==> config.mk <==
export PLATFORM = sky130hd
export DESIGN_NAME = regfile_writeback
export DESIGN_NICKNAME = d
export VERILOG_FILES = /design/src/rtl/riscv_pkg.sv /design/src/rtl/load_extend.sv /design/src/rtl/regfile_writeback.sv
export SDC_FILE = /design/constraint.sdc
export NUM_CORES = 1
export LEC_CHECK = 0
export BUFFER_PORTS_ARGS = -buffer_cell sky130_fd_sc_hd__clkbuf_2
export CORE_MARGIN = 4
export CORE_UTILIZATION = 51
export DETAILED_ROUTE_END_ITERATION = 8
export PLACE_DENSITY = 0.8
export SLEW_MARGIN = 20
export SYNTH_ARGS = -nofsm -noshare
export SYNTH_HDL_FRONTEND = slang
export SYNTH_SLANG_ARGS = --single-unit
==> constraint.sdc <==
create_clock -name clk -period 2.15 [get_ports clk]
set_input_delay 0.3225 -clock clk [delete_from_list [all_inputs] [get_ports clk]]
set_output_delay 0.3225 -clock clk [all_outputs]
set_load 0.02 [all_outputs]
==> src/rtl/riscv_pkg.sv <==
// Shared integer-pipeline definitions: load funct3 encodings and default register-file geometry.
package riscv_pkg;

  localparam int unsigned ADDRSIZE_DEF = 5;
  localparam int unsigned WORDSIZE_DEF = 64;

  typedef enum logic [2:0] {
    F3_LB  = 3'b000,
    F3_LH  = 3'b001,
    F3_LW  = 3'b010,
    F3_LD  = 3'b011,
    F3_LBU = 3'b100,
    F3_LHU = 3'b101,
    F3_LWU = 3'b110
  } load_funct3_e;

endpackage

==> src/rtl/load_extend.sv <==
// Sign/zero-extends a right-aligned load word according to its funct3 load type.
module load_extend
  import riscv_pkg::*;
#(
  parameter int unsigned WORDSIZE = WORDSIZE_DEF
) (
  input  logic [WORDSIZE-1:0] mem_data,
  input  logic [2:0]          mem_funct3,
  output logic [WORDSIZE-1:0] ext_data_c
);

  always_comb begin
    ext_data_c = mem_data;
    case (mem_funct3)
      F3_LB:   ext_data_c = {{(WORDSIZE-8){mem_data[7]}},   mem_data[7:0]};
      F3_LH:   ext_data_c = {{(WORDSIZE-16){mem_data[15]}}, mem_data[15:0]};
      F3_LW:   ext_data_c = {{(WORDSIZE-32){mem_data[31]}}, mem_data[31:0]};
      F3_LD:   ext_data_c = mem_data;
      F3_LBU:  ext_data_c = {{(WORDSIZE-8){1'b0}},  mem_data[7:0]};
      F3_LHU:  ext_data_c = {{(WORDSIZE-16){1'b0}}, mem_data[15:0]};
      F3_LWU:  ext_data_c = {{(WORDSIZE-32){1'b0}}, mem_data[31:0]};
      default: ext_data_c = mem_data;
    endcase
  end

endmodule

==> src/rtl/regfile_writeback.sv <==
// Register-file writer: arbitrates load and ALU results onto one registered write port,
// buffering one ALU result when a load wins. Optional counters under `WB_STATS_EN.
module regfile_writeback
  import riscv_pkg::*;
#(
  parameter int unsigned ADDRSIZE = ADDRSIZE_DEF,
  parameter int unsigned WORDSIZE = WORDSIZE_DEF
) (
  input  logic                clk,
  input  logic                rst_n,
  input  logic                alu_valid,
  output logic                alu_ready,
  input  logic [ADDRSIZE-1:0] alu_rd,
  input  logic [WORDSIZE-1:0] alu_data,
  input  logic                mem_valid,
  input  logic [ADDRSIZE-1:0] mem_rd,
  input  logic [WORDSIZE-1:0] mem_data,
  input  logic [2:0]          mem_funct3,
  output logic                regwr,
  output logic [ADDRSIZE-1:0] rd,
  output logic [WORDSIZE-1:0] rddata
`ifdef WB_STATS_EN
  ,
  output logic [31:0]         wb_count,
  output logic [31:0]         stall_count
`endif
);

  logic                regwr_q, regwr_d;
  logic [ADDRSIZE-1:0] rd_q, rd_d;
  logic [WORDSIZE-1:0] rddata_q, rddata_d;
  logic                pend_valid_q, pend_valid_d;
  logic [ADDRSIZE-1:0] pend_rd_q, pend_rd_d;
  logic [WORDSIZE-1:0] pend_data_q, pend_data_d;

  logic [WORDSIZE-1:0] mem_ext_c;
  logic                mem_win_c;
  logic                alu_take_c;

  load_extend #(.WORDSIZE(WORDSIZE)) u_load_extend (
    .mem_data   (mem_data),
    .mem_funct3 (mem_funct3),
    .ext_data_c (mem_ext_c)
  );

  assign alu_ready  = !pend_valid_q;
  // Results targeting x0 are dropped at acceptance and never compete for the slot.
  assign mem_win_c  = mem_valid && (mem_rd != '0);
  assign alu_take_c = alu_valid && !pend_valid_q && (alu_rd != '0);

  always_comb begin
    regwr_d      = 1'b0;
    rd_d         = rd_q;
    rddata_d     = rddata_q;
    pend_valid_d = pend_valid_q;
    pend_rd_d    = pend_rd_q;
    pend_data_d  = pend_data_q;
    if (mem_win_c) begin
      regwr_d  = 1'b1;
      rd_d     = mem_rd;
      rddata_d = mem_ext_c;
      if (alu_take_c) begin
        pend_valid_d = 1'b1;
        pend_rd_d    = alu_rd;
        pend_data_d  = alu_data;
      end
    end else if (pend_valid_q) begin
      regwr_d      = 1'b1;
      rd_d         = pend_rd_q;
      rddata_d     = pend_data_q;
      pend_valid_d = 1'b0;
    end else if (alu_take_c) begin
      regwr_d  = 1'b1;
      rd_d     = alu_rd;
      rddata_d = alu_data;
    end
  end

  always_ff @(posedge clk) begin
    if (!rst_n) begin
      regwr_q      <= 1'b0;
      rd_q         <= '0;
      rddata_q     <= '0;
      pend_valid_q <= 1'b0;
      pend_rd_q    <= '0;
      pend_data_q  <= '0;
    end else begin
      regwr_q      <= regwr_d;
      rd_q         <= rd_d;
      rddata_q     <= rddata_d;
      pend_valid_q <= pend_valid_d;
      pend_rd_q    <= pend_rd_d;
      pend_data_q  <= pend_data_d;
    end
  end

  assign regwr  = regwr_q;
  assign rd     = rd_q;
  assign rddata = rddata_q;

`ifdef WB_STATS_EN
  logic [31:0] wb_count_q, wb_count_d;
  logic [31:0] stall_count_q, stall_count_d;

  always_comb begin
    wb_count_d    = wb_count_q + 32'(regwr_q);
    stall_count_d = stall_count_q + 32'(alu_valid && !alu_ready);
  end

  always_ff @(posedge clk) begin
    if (!rst_n) begin
      wb_count_q    <= '0;
      stall_count_q <= '0;
    end else begin
      wb_count_q    <= wb_count_d;
      stall_count_q <= stall_count_d;
    end
  end

  assign wb_count    = wb_count_q;
  assign stall_count = stall_count_q;
`endif

endmodule

==> flow_summary.ini <==
[run_status]
run_status = completed

[timing]
skew_ps = 6.313
slew_headroom_pct = 44.08
fin_crit_sh_pct = 91.81
finalHoldViolations = 0
fin_ws_ps = 176.1
drv_slew = 0
rsz0062_at_grt = no
setup_viol_count_final = 0
tns_ps = 0
fin_crit_ps = 1974
tightest_slew_ps = 838.9
max_freq_mhz = 506.6

[pwr]
leakage_nw = 3.733
power_density_nw_per_um2 = 783.7
vdd_drop_max_uv = 488.3

[synthesis]
synth_edf_count = 0
synth_flop_cell = dfxtp_1
synth_area_leader_cell = dfxtp_1
ys_seq_area_share_pct = 41.92
synthTopCellsByArea = dfxtp_1 (42%), mux2i_1 (18%), nand2_1 (12%)
yosysWarnings = 0
synth_xor_area_share_pct = 0
yosysTopAreaCellShare_pct = 41.92
synth_cell_types = 40
synth-simple-area-share_pct = 17.93
synthArstFlopShare_pct = 0
synth.avg_cell_area_um2 = 8.682
synthMuxAreaShare_pct = 17.52
synthCells = 770
synth_commonest_cells = nand2_1 (221), dfxtp_1 (140), mux2i_1 (117), clkbuf_1 (44), a22o_1 (26)
synth_fa_ha_area_share_pct = 0
synth_compound_area_share_pct = 17.42
mappedNetlistArea_um2 = 6685
ys_ff_latch = 140
synth_top_family_by_area = simple AND/OR/NAND/NOR gates
synth_most_common_cell = nand2_1
synthesis.nets = 915

[clock_tree]
clk_path_buf_depth = 2
cts_made_buffers = 17
hold_buffers = 0
htree_levels = 4
clk_latency_ps = 420
cts.reportedPaths.clkPinSlew_ps = 50
root_buffer = clkbuf_16
cts_tree = built
cts.sinks = 140

[grt]
overflow = 0
track_usage_pct = 26.00
grt_pass1_wl_um = 30640
antenna_found_initial = 0
first_global_vias = 6244
grt_max_degree = 86

[die]
fp.dieW_um = 122.5
ios = 216
start_util_pct = 52.55
coreArea_um2 = 12720
rows = 41
design.die.area_um2 = 15000
die_h_um = 122.5

[route]
wl_um = 19740
wl_per_cell_um = 17.31
ant_nets = 0
vias = 6487
dr.pass1.iters = 7
drt_iter0_drc = 502
drc = 0
vias_per_cell = 5.690

[worst_setup_path]
required_ps = 1830
setup.worst_path.class = flip-flop to primary output
rrSetupSlack_ps = 330
critPathMaxFanout = 48
worstRegToRegCells = 5
end_kind = primary output
worstPathArrival_ps = 1650
worstSetupStartpointType = flip-flop

[hold_path]
hold_depth = 3
min_path_type = primary input to flip-flop

[placement]
gp_congestion = 0.7947
io_buffers = 215
dp_hpwl_um = 13570
placed_area_um2 = 7960
dp_slack_ps = 15.35

[cells_and_area]
drive_above_1_share_pct = 28.72
antenna_cells = 0
nNetsFinal = 1104
fillers = 1101
area_growth_pct = 27.23
fin_area_um2 = 8506

[flow_run]
cap_violations = 0
[cells by family (layout without fill, tap and decap cells)]
| family | after synthesis | count (layout) |
|---|---|---|
| compound gates | 147 | 147 |
| mux | 117 | 117 |
| buf+inv | 81 | 279 |
| flops | 140 | 140 |
| simple gates | 285 | 285 |
[per-layer routing]
layer  track usage, %  vias up  share of wire (%)  routed length (um)
met1            32.41     3061                 41                8139
met3            7.512       36                8.0                1570
li1                 -     3115                  -                   -
met5                0        -                  0                   0
met4            9.797        0                2.4                 468
met2            42.70      275                 48                9559
[through the flow]
| stage | hold slack [ps] | total power, mW | utilization, % | instances |
|---|---|---|---|---|
| final | 133.8 | 6.666 | 66.86 | 1140 |
| after global routing | 139.0 | 6.914 | 66.86 | 1140 |
| after CTS | 126.7 | 6.692 | 66.65 | 1137 |
| after detailed placement | 445.9 | 4.081 | 62.57 | 1109 |
| after global placement | 437.4 | 4.058 | 62.57 | 1109 |
| after floorplan | 430.1 | 3.624 | - | 770 |
[area by class of cell]
class | instances | area, um^2 | area share (%)
Clock buffer | 26 | 509.2 | 5.987
Clock inverter | 2 | 10.01 | 0.1177
Inverter | 7 | 30.03 | 0.3530
Multi-Input combinational cell | 549 | 3563 | 41.89
Sequential cell | 140 | 2806 | 32.99
Tap cell | 172 | 215.2 | 2.530
Timing Repair Buffer | 244 | 1371 | 16.12
[power by group]
group / internal [mW] / switching [mW] / total, mW
Clock: 1.60 / 1.03 / 2.62
Sequential: 2.78 / 0.104 / 2.88
Combinational: 0.483 / 0.679 / 1.16
[final timing paths]
| kind | end | start |
|---|---|---|
| hold reg to reg | pend_data_q[48] | pend_data_q[48] |
| hold / removal | rddata[2] | mem_data[2] |
| setup reg to reg | rddata[21] | pend_valid_q |
| setup / recovery | alu_ready | pend_valid_q |
[sequential cells by signal, indices dropped and copies added (netlist names)]
register	count
rd	5
pend_data_q	64
pend_rd_q	5
regwr	1
pend_valid_q	1
rddata	64
[cell usage in the layout, fill, tap and decap left out, drive strengths merged]
cell type,count
a21bo,1
a32oi,14
a2111oi,1
or2,1
o31a,1
a31oi,17
a21oi,23
clkinvlp,1
nand3,19
o21ai,6
nor3,6
nand4bb,1
a32o,22
clkbuf,240
nand2,221
a21o,1
a22o,26
o221ai,2
o311ai,4
and3,1
clkinv,2
mux2i,117
dfxtp,140
a22oi,7
or3,2
and2,19
o21a,1
nand2b,7
o211ai,1
buf,30
a211oi,1
a221oi,18
nor2,5
nor4,1
nor4b,1
inv,6
or4,1
a21boi,1
[critical path, stage by stage (launching register included)]
cell        delay [ps]
dfxtp_4            470
buf_12             340
clkinvlp_4         210
clkbuf_2           190
[repair_timing]
action	CTS	global route
gates resized for setup	0	1
setup buffers	0	3
setup endpoints to repair	0	1
Power figures use the tool's default switching activity.
